### config.mk
export PLATFORM = sky130hd
export DESIGN_NAME = code_lock_fsm
export DESIGN_NICKNAME = d
export VERILOG_FILES = /design/src/rtl/code_lock_fsm.sv
export SDC_FILE = /design/constraint.sdc
export NUM_CORES = 1
export LEC_CHECK = 0
export ABC_CLOCK_PERIOD_IN_PS = 2300
export CORE_MARGIN = 5
export CORE_UTILIZATION = 27
export CTS_BUF_LIST = sky130_fd_sc_hd__clkbuf_2 sky130_fd_sc_hd__clkbuf_4 sky130_fd_sc_hd__clkbuf_8
export CTS_CLUSTER_DIAMETER = 200
export DETAILED_ROUTE_END_ITERATION = 10
export MAX_ROUTING_LAYER = met4
export PLACE_DENSITY = 0.6
export RECOVER_POWER = 100
export SLEW_MARGIN = 25
export SYNTH_ARGS = -nofsm -noshare
export SYNTH_HDL_FRONTEND = slang
export SYNTH_SLANG_ARGS = --single-unit
### constraint.sdc
create_clock -name clk_i -period 2.3 [get_ports clk_i]
set_input_delay 0.46 -clock clk_i [delete_from_list [all_inputs] [get_ports clk_i]]
set_output_delay 0.46 -clock clk_i [all_outputs]
set_load 0.05 [all_outputs]
### src/rtl/code_lock_fsm.sv
// code_lock_fsm: keypad code-lock controller with failed-attempt lockout.
// Ports:
//   clk_i, reset_i (sync, active-high)
//   digit_valid_i / digit_i : one-cycle digit strobe from the keypad encoder
//   code_i                  : stored code, first digit in the MS DIGIT_W bits
//   lock_req_i              : relock request, honoured only in UNLOCKED
//   state_o                 : registered state encoding
//   unlocked_o, error_o, lockout_o : decoded state flags
//   tries_left_o            : MAX_TRIES minus consecutive failures
// Optional macro CODE_LOCK_AUTO_RELOCK_EN adds a timed relock out of UNLOCKED.
module code_lock_fsm #(
  parameter int DIGIT_W        = 4,
  parameter int NUM_DIGITS     = 4,
  parameter int MAX_TRIES      = 3,
  parameter int LOCKOUT_CYCLES = 16,
  parameter int UNLOCK_CYCLES  = 8
) (
  input  logic                          clk_i,
  input  logic                          reset_i,
  input  logic                          digit_valid_i,
  input  logic [DIGIT_W-1:0]            digit_i,
  input  logic [NUM_DIGITS*DIGIT_W-1:0] code_i,
  input  logic                          lock_req_i,
  output logic [2:0]                    state_o,
  output logic                          unlocked_o,
  output logic                          error_o,
  output logic                          lockout_o,
  output logic [$clog2(MAX_TRIES+1)-1:0] tries_left_o
);
  localparam int BW = NUM_DIGITS * DIGIT_W;
  localparam int CW = NUM_DIGITS > 2 ? $clog2(NUM_DIGITS) : 1;
  localparam int FW = $clog2(MAX_TRIES + 1);
`ifdef CODE_LOCK_AUTO_RELOCK_EN
  localparam int TMAX = LOCKOUT_CYCLES > UNLOCK_CYCLES ? LOCKOUT_CYCLES : UNLOCK_CYCLES;
`else
  localparam int TMAX = LOCKOUT_CYCLES;
`endif
  localparam int TW = TMAX > 1 ? $clog2(TMAX) : 1;

  typedef enum logic [2:0] {
    LOCKED   = 3'b000,
    INPUT    = 3'b001,
    VERIFY   = 3'b010,
    ERROR    = 3'b011,
    UNLOCKED = 3'b100,
    LOCKOUT  = 3'b101
  } state_e;

  state_e        state_q, state_d;
  logic [CW-1:0] cnt_q, cnt_d;
  logic [BW-1:0] buf_q, buf_d;
  logic [TW-1:0] tmr_q, tmr_d;
  logic [FW-1:0] fail_q, fail_d;
  logic [BW-1:0] buf_shift;

  // Shifting digits in from the LS end leaves the first digit in the MS
  // position after NUM_DIGITS strobes, matching the layout of code_i.
  assign buf_shift = {buf_q[BW-DIGIT_W-1:0], digit_i};

  always_comb begin
    state_d = state_q;
    cnt_d   = cnt_q;
    buf_d   = buf_q;
    tmr_d   = tmr_q;
    fail_d  = fail_q;
    case (state_q)
      LOCKED: if (digit_valid_i) begin
        buf_d   = buf_shift;
        cnt_d   = CW'(1);
        state_d = INPUT;
      end
      INPUT: if (digit_valid_i) begin
        buf_d   = buf_shift;
        cnt_d   = cnt_q + 1'b1;
        if (cnt_q == CW'(NUM_DIGITS - 1)) begin
          cnt_d   = '0;
          state_d = VERIFY;
        end
      end
      VERIFY: if (buf_q == code_i) begin
        fail_d  = '0;
        state_d = UNLOCKED;
`ifdef CODE_LOCK_AUTO_RELOCK_EN
        tmr_d   = TW'(UNLOCK_CYCLES - 1);
`endif
      end else begin
        fail_d  = fail_q + 1'b1;
        state_d = ERROR;
        if (fail_q == FW'(MAX_TRIES - 1)) begin
          tmr_d   = TW'(LOCKOUT_CYCLES - 1);
          state_d = LOCKOUT;
        end
      end
      ERROR: state_d = LOCKED;
`ifdef CODE_LOCK_AUTO_RELOCK_EN
      UNLOCKED: begin
        tmr_d   = tmr_q - 1'b1;
        state_d = (lock_req_i || tmr_q == '0) ? LOCKED : UNLOCKED;
      end
`else
      UNLOCKED: state_d = lock_req_i ? LOCKED : UNLOCKED;
`endif
      LOCKOUT: if (tmr_q == '0) begin
        fail_d  = '0;
        state_d = LOCKED;
      end else begin
        tmr_d = tmr_q - 1'b1;
      end
      default: state_d = LOCKED;
    endcase
  end

  always_ff @(posedge clk_i) begin
    if (reset_i) begin
      state_q <= LOCKED;
      cnt_q   <= '0;
      buf_q   <= '0;
      tmr_q   <= '0;
      fail_q  <= '0;
    end else begin
      state_q <= state_d;
      cnt_q   <= cnt_d;
      buf_q   <= buf_d;
      tmr_q   <= tmr_d;
      fail_q  <= fail_d;
    end
  end

  assign state_o      = state_q;
  assign unlocked_o   = state_q == UNLOCKED;
  assign error_o      = state_q == ERROR;
  assign lockout_o    = state_q == LOCKOUT;
  assign tries_left_o = FW'(MAX_TRIES) - fail_q;
endmodule

==> results.py, run 1 <==
metrics = {
    "status": {
        "status": "finished clean",
    },
    "global_routing": {
        "grt_max_degree": 18,
        "grt_util_all_layers_pct": 9.90,
        "top_usage_layer": "met2",
        "grtUsageMet3_pct": 1.59,
        "grt_pass1_vias": 1099,
        "grt_pass1_wl_um": 4910,
        "antenna_found_initial": 0,
        "met1_usage_pct": 12.2,
        "globalRouteMet2Util_pct": 16.3,
        "overflow": 0,
    },
    "clock_tree": {
        "clk_latency_ns": 0.28,
        "postCtsHoldBufs": 0,
        "clockBufferDepth": 2,
        "cts_tree": "done",
        "htree_levels": 1,
        "postCtsSetupBuffers": 0,
        "cts.sinks": 27,
        "cts_root_buf": "clkbuf_8",
        "cts_resized": 0,
        "cts_buffers": 3,
        "path_clk_slew_ns": 0.10,
    },
    "synth": {
        "synth_cell_types": 32,
        "syn-cell-area_um2": 1300,
        "synth_top_area_share_pct": 41.7,
        "synth-main-ff-cell": "dfxtp_1",
        "synth_warnings": 0,
        "synth_top_cell_by_area": "dfxtp_1",
        "synth-edff-count": 0,
        "synth_area_leaders": "dfxtp_1 (42%), xor2_1 (11%), nand2_1 (10%), a21oi_1 (8.9%), ha_1 (2.9%)",
        "netlist_instances": 161,
        "synth_async_sr_flop_share_pct": 0,
        "synth_seq_cells": 27,
        "ys_seq_area_share_pct": 41.7,
        "syn_avg_cell_area_um2": 8.05,
        "synthesis.nets": 188,
    },
    "floorplan": {
        "ios": 32,
        "initial_core_util_pct": 27.6,
        "die-area_um2": 6290,
        "die_x_um": 79.3,
        "die_h_um": 79.3,
        "fp-row-count": 25,
        "core_um2": 4690,
    },
    "placed_design": {
        "dp_hpwl_um": 2150,
        "portBuffers": 31,
        "gp_congestion": 0.767,
    },
    "sta": {
        "fin_tns_setup_ns": 0,
        "timing.final.hold_violations": 0,
        "fin_crit_ns": 2.16,
        "relSlewSlack_pct": 54.4,
        "max_freq_mhz": 463,
        "tightestPinTransition_ns": 0.684,
        "rsz0062_at_grt": "false",
        "report.final.slew_viol_count": 0,
        "period_share_pct": 94.0,
        "skew_ns": 0.00609,
        "setup_viol": 0,
    },
    "drt": {
        "routedWlPerCell_um": 12.1,
        "drc": 0,
        "initialDrtViolationCount": 58,
        "drt_first_pass_iters": 4,
        "drt_wl_total_um": 2950,
        "ant_nets": 0,
        "vias_per_cell": 4.68,
        "routed-via-count": 1141,
    },
    "setup_path": {
        "endpoint": "state_o[1]",
        "crit_path_start_kind": "flop",
        "reg2reg_to": "tmr_q[1]",
        "critPathMaxStageDelay_ns": 0.93,
        "cp_num_cells": 1,
        "rrSetupSlack_ns": 0.55,
        "worstPathArrival_ns": 1.70,
        "cp_top_family": "buffers and inverters",
        "cp_slowest_cell": "dlygate4sd3_1",
        "setup.worst_path.class": "flop to primary output",
        "worstRegToRegCells": 5,
        "path_cells": "dlygate4sd3_1",
        "critPathMaxFanout": 9,
        "r2r_start": "buf_q[1]",
        "worst-path-buf-inv": 1,
        "worstPathRequired_ns": 1.84,
        "cp-startpoint": "state_o[1]",
        "critPathCaptureType": "primary output",
    },
    "final_layout": {
        "final_cell_mix": "nand2_1 (35), dfxtp_1 (27), a21oi_1 (23)",
        "syn2layout_area_growth_pct": 30.2,
        "n_fill_cell": 496,
        "layout_commonest_cell": "nand2_1",
        "nets": 218,
        "drive_above_1_share_pct": 5.26,
        "n_antenna_cell": 0,
        "seqCellArea_um2": 541,
        "multi_input_area_um2": 694,
    },
    "hold_path": {
        "hold_path.class": "flop to flop",
    },
    "power_and_ir_drop": {
        "power_leakage_nw": 0.635,
        "power_density_nw_per_um2": 524,
        "peakVddDrop_mv": 0.227,
        "power_mw": 0.885,
    },
    "job": {
        "drv_cap": 0,
    },
}
-- sequential cells by signal, indices dropped and copies added (netlist names) --
| register | cells |
|---|---|
| cnt_q | 2 |
| fail_q | 2 |
| buf_q | 16 |
| tmr_q | 4 |
| state_o | 3 |
-- through the flow --
step	worst slack (ns)	cell area [um^2]	instances	hold WS (ns)	utilization, %
global route	0.0720	1690	244	0.498	36.0
CTS	0.169	1700	244	0.469	36.3
finish	0.139	1690	244	0.468	36.0
floorplan	0.339	1300	161	0.436	-
global placement	0.107	1660	240	0.448	35.3
detailed placement	0.0579	1660	240	0.454	35.3
-- per-layer routing --
layer / vias to the layer above / share of wire (%)
met1: 518 / 49
met4: 0 / 1.7
met5: - / 0
li1: 602 / -
met2: 16 / 46
met3: 5 / 2.9
-- final cells by class --
class,count,area share (%)
timing repair buffer,34,18.6
sequential,27,32.0
tap,54,4.00
clock inverter,1,0.445
multi-input combinational,119,41.1
clock buffer,3,2.45
inverter,6,1.33
-- synthesized netlist by cell type, drive strengths merged, types with 2 or more instances --
cell type,count
inv,6
clkbuf,5
nand3,2
nand2,35
ha,3
and3b,2
dfxtp,27
nor4,4
xor2,17
nor3b,3
buf,4
a21o,2
o21ai,2
a22oi,2
nor2,10
a21oi,23
-- worst min-delay path by stage --
stage | start | endpoint | slack, ns | depth (start not counted)
after CTS | cnt_q[1] | cnt_q[1] | 0.47 | 2
after global routing | buf_q[13] | buf_q[13] | 0.50 | 2
final | cnt_q[1] | cnt_q[1] | 0.47 | 2
after detailed placement | cnt_q[1] | cnt_q[1] | 0.45 | 2
after floorplan | cnt_q[1] | cnt_q[1] | 0.44 | 2
after global placement | cnt_q[1] | cnt_q[1] | 0.45 | 2
-- kinds of logic after synthesis --
logic type                 share of synthesized area [%]
AOI/OAI and AO/OA                                   16.3
xor gates and xnor gates                            11.5
muxes                                              0.772
and+or+nand+nor                                     22.1
DFF                                                 41.7
buffers and inverters                               4.73
adders and majority gates                           2.90
-- where the power goes --
group / leakage, nW / internal (mW) / switching, mW
clock: 0.0217 / 0.123 / 0.158
sequential: 0.219 / 0.479 / 0.00935
combinational: 0.394 / 0.0600 / 0.0555
(Power assumes the default switching activity.)
==> run 2: changes to the inputs <==
--- a/config.mk
+++ b/config.mk
@@ -5,7 +5,7 @@
 export SDC_FILE = /design/constraint.sdc
 export NUM_CORES = 1
 export LEC_CHECK = 0
-export ABC_CLOCK_PERIOD_IN_PS = 2300
+export ABC_CLOCK_PERIOD_IN_PS = 2500
 export CORE_MARGIN = 5
 export CORE_UTILIZATION = 27
 export CTS_BUF_LIST = sky130_fd_sc_hd__clkbuf_2 sky130_fd_sc_hd__clkbuf_4 sky130_fd_sc_hd__clkbuf_8
==> constraint.sdc (replaced) <==
create_clock -name clk_i -period 2.5 [get_ports clk_i]
set_input_delay 0.5 -clock clk_i [delete_from_list [all_inputs] [get_ports clk_i]]
set_output_delay 0.5 -clock clk_i [all_outputs]
set_load 0.05 [all_outputs]
==> run 2 against run 1 <==
  * Highest routed layer unchanged
  * Clock power shrank 13%
  * Clock skew shrank 0.0039 ns
  * First-iteration DRC count shrank 21%
  * Worst hold slack lost 0.0082 ns
  * Routed wire length shrank 2.5%
  * Final area shrank 0.44%
  * Cell count shrank 0.41%
  * Combinational power shrank 15%
==> results.py, run 2 (synthesized netlist as in run 1, its figures left out) <==
metrics = {
    "status": {
        "status": "finished clean",
    },
    "power_and_ir_drop": {
        "swShare_pct": 24.1,
        "power_mw": 0.797,
        "pwr-share-seq_pct": 56.9,
        "combPwrFrac_pct": 12.4,
        "internal-power_mw": 0.605,
        "peakVddDrop_mv": 0.174,
        "p_sw_mw": 0.192,
        "power_density_nw_per_um2": 474,
        "clkPwrFrac_pct": 30.7,
        "power_leakage_nw": 0.631,
    },
    "global_routing": {
        "grt_pass1_wl_um": 5040,
        "overflow": 0,
        "grt_max_degree": 18,
        "antenna_found_initial": 0,
        "grt_pass1_vias": 1114,
        "grt_util_all_layers_pct": 10.3,
    },
    "drt": {
        "routed-via-count": 1136,
        "vias_per_cell": 4.67,
        "drt_wl_total_um": 2880,
        "routedWlPerCell_um": 11.9,
        "initialDrtViolationCount": 46,
        "drt_first_pass_iters": 4,
        "ant_nets": 0,
        "drc": 0,
    },
    "sta": {
        "fin_crit_ns": 2.32,
        "period_share_pct": 92.7,
        "fin_tns_setup_ns": 0,
        "setup_viol": 0,
        "timing.final.hold_violations": 0,
        "tightestPinTransition_ns": 0.625,
        "rsz0062_at_grt": "false",
        "skew_ns": 0.00221,
        "relSlewSlack_pct": 58.2,
        "max_freq_mhz": 432,
        "report.final.slew_viol_count": 0,
    },
    "floorplan": {
        "core_um2": 4690,
        "initial_core_util_pct": 27.6,
        "die_x_um": 79.3,
        "ios": 32,
        "die-area_um2": 6290,
        "fp-row-count": 25,
        "die_h_um": 79.3,
    },
    "final_layout": {
        "largest_register_ffs": 16,
        "regMostFlops": "buf_q",
        "drive_above_1_share_pct": 4.23,
        "syn2layout_area_growth_pct": 29.6,
        "nets": 217,
        "stdcell_count": 243,
        "fin_area_um2": 1680,
        "layout_commonest_cell": "nand2_1",
        "n_antenna_cell": 0,
        "final_cell_mix": "nand2_1 (35), dfxtp_1 (27), a21oi_1 (23)",
    },
    "setup_path": {
        "rrSetupSlack_ns": 0.77,
        "cp_slowest_cell": "clkdlybuf4s50_1",
        "worstPathArrival_ns": 1.82,
        "critPathMaxStageDelay_ns": 0.80,
        "cp-startpoint": "state_o[0]",
        "worstRegToRegCells": 5,
        "reg2reg_to": "tmr_q[1]",
        "critPathMaxFanout": 11,
        "endpoint": "error_o",
        "worstPathRequired_ns": 2.00,
        "critPathCaptureType": "primary output",
        "crit_path_start_kind": "flop",
        "r2r_start": "buf_q[1]",
        "path_cells": "and3b_1, clkdlybuf4s50_1",
        "setup.worst_path.class": "flop to primary output",
    },
    "clock_tree": {
        "path_clk_slew_ns": 0.09,
        "clockBufferDepth": 2,
        "htree_levels": 1,
        "postCtsSetupBuffers": 0,
        "cts_resized": 0,
        "cts_tree": "done",
        "cts_root_buf": "clkbuf_8",
        "cts.sinks": 27,
        "clk_latency_ns": 0.27,
        "cts_buffers": 3,
        "postCtsHoldBufs": 0,
    },
    "placed_design": {
        "portBuffers": 31,
        "dp_hpwl_um": 2180,
        "dp.cells": 239,
        "gp_congestion": 0.753,
        "dpl_cell_area_um2": 1650,
    },
    "hold_path": {
        "worstHoldPathCells": 2,
        "hold_path.class": "flop to flop",
        "holdCritStartpoint": "cnt_q[1]",
    },
    "job": {
        "drv_cap": 0,
    },
}
-- run 2: area by class of cell --
cell class	count	area (um^2)
Clock inverter	1	5.00
Sequential cell	27	541
Multi-Input combinational cell	119	694
Tap cell	54	67.6
Fill cell	497	3010
Clock buffer	3	41.3
Inverter	6	22.5
Timing Repair Buffer	33	309
-- run 2: worst min-delay path by stage --
| stage | end | slack (ns) |
|---|---|---|
| floorplan | cnt_q[1] | 0.44 |
| global placement | cnt_q[1] | 0.45 |
| detailed placement | cnt_q[1] | 0.45 |
| CTS | cnt_q[1] | 0.47 |
| global route | cnt_q[1] | 0.49 |
| finish | cnt_q[1] | 0.46 |
-- run 2: power by group through the flow --
stage          combinational (mW)  sequential, mW  clock (mW)
2_1_floorplan              0.0466           0.464           0
3_3_place_gp                0.102           0.464           0
3_5_place_dp                0.102           0.464           0
4_1_cts                     0.103           0.454       0.259
5_1_grt                     0.110           0.456       0.272
6_report                   0.0989           0.454       0.244
-- run 2: critical path: cells and delay by family, from the launching register on --
kind,cells,cell delay [ns]
buffers and inverters,1,0.80
AND/OR/NAND/NOR,1,0.21
flip-flops,1,0.54
-- run 2: stage by stage --
| step | hold slack (ns) | worst slack, ns | utilization, % |
|---|---|---|---|
| 4_1_cts | 0.468 | 0.0871 | 36.1 |
| 2_1_floorplan | 0.436 | 0.00684 | - |
| 6_report | 0.460 | 0.183 | 35.8 |
| 3_5_place_dp | 0.455 | 0.201 | 35.1 |
| 5_1_grt | 0.492 | 0.103 | 35.8 |
| 3_3_place_gp | 0.446 | 0.214 | 35.1 |
-- run 2: metal layers --
metal,track usage (%),up-vias,share of wire (%)
li1,-,598,-
met1,13.0,511,47
met2,15.8,23,47
met3,2.04,4,4.4
met4,4.64,0,1.8
met5,-,-,0
==> run 3: changes to the inputs <==
--- a/config.mk
+++ b/config.mk
@@ -14,6 +14,7 @@
 export MAX_ROUTING_LAYER = met4
 export PLACE_DENSITY = 0.6
 export RECOVER_POWER = 100
+export REMOVE_ABC_BUFFERS = 1
 export SLEW_MARGIN = 25
 export SYNTH_ARGS = -nofsm -noshare
 export SYNTH_HDL_FRONTEND = slang
==> run 3 against run 2 <==
  * Setup slack worse by 0.012 ns
  * Highest routed layer unchanged
  * Sequential share of layout area down 0.40 points
  * Sequential power down 0.9%
  * Largest cell class unchanged
  * Worst hold slack better by 0.0073 ns
==> results.py, run 3 (synthesized netlist as in run 1, its figures left out) <==
metrics = {
    "power_and_ir_drop": {
        "power_leakage_nw": 0.648,
        "power_mw": 0.803,
        "power_density_nw_per_um2": 472,
        "peakVddDrop_mv": 0.196,
    },
    "status": {
        "status": "finished clean",
    },
    "sta": {
        "rsz0062_at_grt": "false",
        "timing.final.hold_violations": 0,
        "fin_tns_setup_ns": 0,
        "fin_crit_ns": 2.33,
        "tightestPinTransition_ns": 0.643,
        "skew_ns": 0.00212,
        "setup_viol": 0,
        "report.final.slew_viol_count": 0,
        "setup_ws_ns": 0.171,
        "relSlewSlack_pct": 57.0,
        "max_freq_mhz": 429,
        "period_share_pct": 93.1,
    },
    "placed_design": {
        "dp_hpwl_um": 2230,
        "portBuffers": 31,
        "dpl_cell_area_um2": 1660,
        "pre_cts_ws_ns": 0.157,
        "gp_congestion": 0.746,
    },
    "clock_tree": {
        "cts_resized": 0,
        "path_clk_slew_ns": 0.09,
        "clk_latency_ns": 0.27,
        "htree_levels": 1,
        "clockBufferDepth": 2,
        "cts_buffers": 3,
        "postCtsHoldBufs": 0,
        "cts.sinks": 27,
        "cts_root_buf": "clkbuf_8",
        "cts_tree": "done",
        "postCtsSetupBuffers": 0,
    },
    "setup_path": {
        "critPathCaptureType": "primary output",
        "critPathMaxFanout": 9,
        "rrSetupSlack_ns": 0.75,
        "setup.worst_path.class": "flop to primary output",
        "worstRegToRegCells": 6,
        "reg2reg_to": "buf_q[1]",
        "r2r_start": "state_o[2]",
        "worstPathRequired_ns": 2.00,
        "worstPathArrival_ns": 1.83,
        "crit_path_start_kind": "flop",
    },
    "global_routing": {
        "grt_util_all_layers_pct": 10.3,
        "grt_pass1_wl_um": 5070,
        "grt_pass1_vias": 1169,
        "overflow": 0,
        "antenna_found_initial": 0,
        "grt_max_degree": 18,
    },
    "job": {
        "drv_cap": 0,
    },
    "drt": {
        "ant_nets": 0,
        "initialDrtViolationCount": 46,
        "vias_per_cell": 4.70,
        "routedWlPerCell_um": 12.0,
        "drt_first_pass_iters": 4,
        "routed-via-count": 1152,
        "drt_wl_total_um": 2950,
        "drc": 0,
    },
    "final_layout": {
        "final_cell_mix": "nand2_1 (35), dfxtp_1 (27), a21oi_1 (23)",
        "regMostFlops": "buf_q",
        "syn2layout_area_growth_pct": 31.3,
        "drive_above_1_share_pct": 5.24,
        "fin_area_um2": 1700,
        "largest_register_ffs": 16,
        "nets": 219,
        "n_antenna_cell": 0,
        "layout_commonest_cell": "nand2_1",
    },
    "floorplan": {
        "fp-row-count": 25,
        "die-area_um2": 6290,
        "core_um2": 4690,
        "ios": 32,
        "initial_core_util_pct": 27.6,
        "die_h_um": 79.3,
        "die_x_um": 79.3,
    },
    "hold_path": {
        "hold_path.class": "flop to flop",
        "holdCritStartpoint": "cnt_q[1]",
        "worstHoldPathCells": 2,
        "whs_endpoint": "cnt_q[1]",
    },
}
-- run 3: cell count changes in the layout (fill, tap and decap cells not counted) --
cell and delta:
buf_4 +2, clkbuf_1 -1, dlygate4sd3_1 +1
-- run 3: final cells by class --
type | instances | area, um^2
Tap cell | 54 | 67.6
Clock buffer | 3 | 41.3
Multi-Input combinational cell | 119 | 694
Clock inverter | 1 | 5.00
Timing Repair Buffer | 35 | 330
Inverter | 6 | 22.5
Fill cell | 496 | 2990
Sequential cell | 27 | 541
-- run 3: how the worst max path moves through the flow --
stage	startpoint	end	slack, ns	cells after the start
3_5_place_dp	code_i[13]	tmr_q[1]	0.16	6
5_1_grt	state_o[1]	unlocked_o	0.05	2
6_report	state_o[1]	error_o	0.17	2
2_1_floorplan	state_o[2]	unlocked_o	0.007	1
4_1_cts	state_o[1]	unlocked_o	0.18	2
3_3_place_gp	code_i[13]	tmr_q[1]	0.15	6
-- run 3: worst max-delay path, stage by stage (launching register included) --
cell	delay [ns]
dfxtp_1	0.49
and3b_1	0.20
dlygate4sd3_1	0.87
-- run 3: through the flow --
step / instances / utilization [%] / hold slack, ns
after floorplan: 152 / - / 0.430
after global placement: 241 / 35.4 / 0.446
after detailed placement: 241 / 35.4 / 0.451
after CTS: 245 / 36.4 / 0.463
after global routing: 245 / 36.3 / 0.489
final: 245 / 36.3 / 0.467
-- run 3: report_power, final --
part / switching, mW / internal, mW
clock network: 0.136 / 0.112
registers: 0.00966 / 0.441
logic: 0.0498 / 0.0552
total: 0.196 / 0.607
-- run 3: per-layer routing --
metal	vias to the layer above	share of wire, %	global-route usage [%]
met2	26	44	15.6
met5	-	0	-
met3	2	7.3	2.72
met4	0	0.24	2.58
met1	521	49	13.6
li1	603	-	-
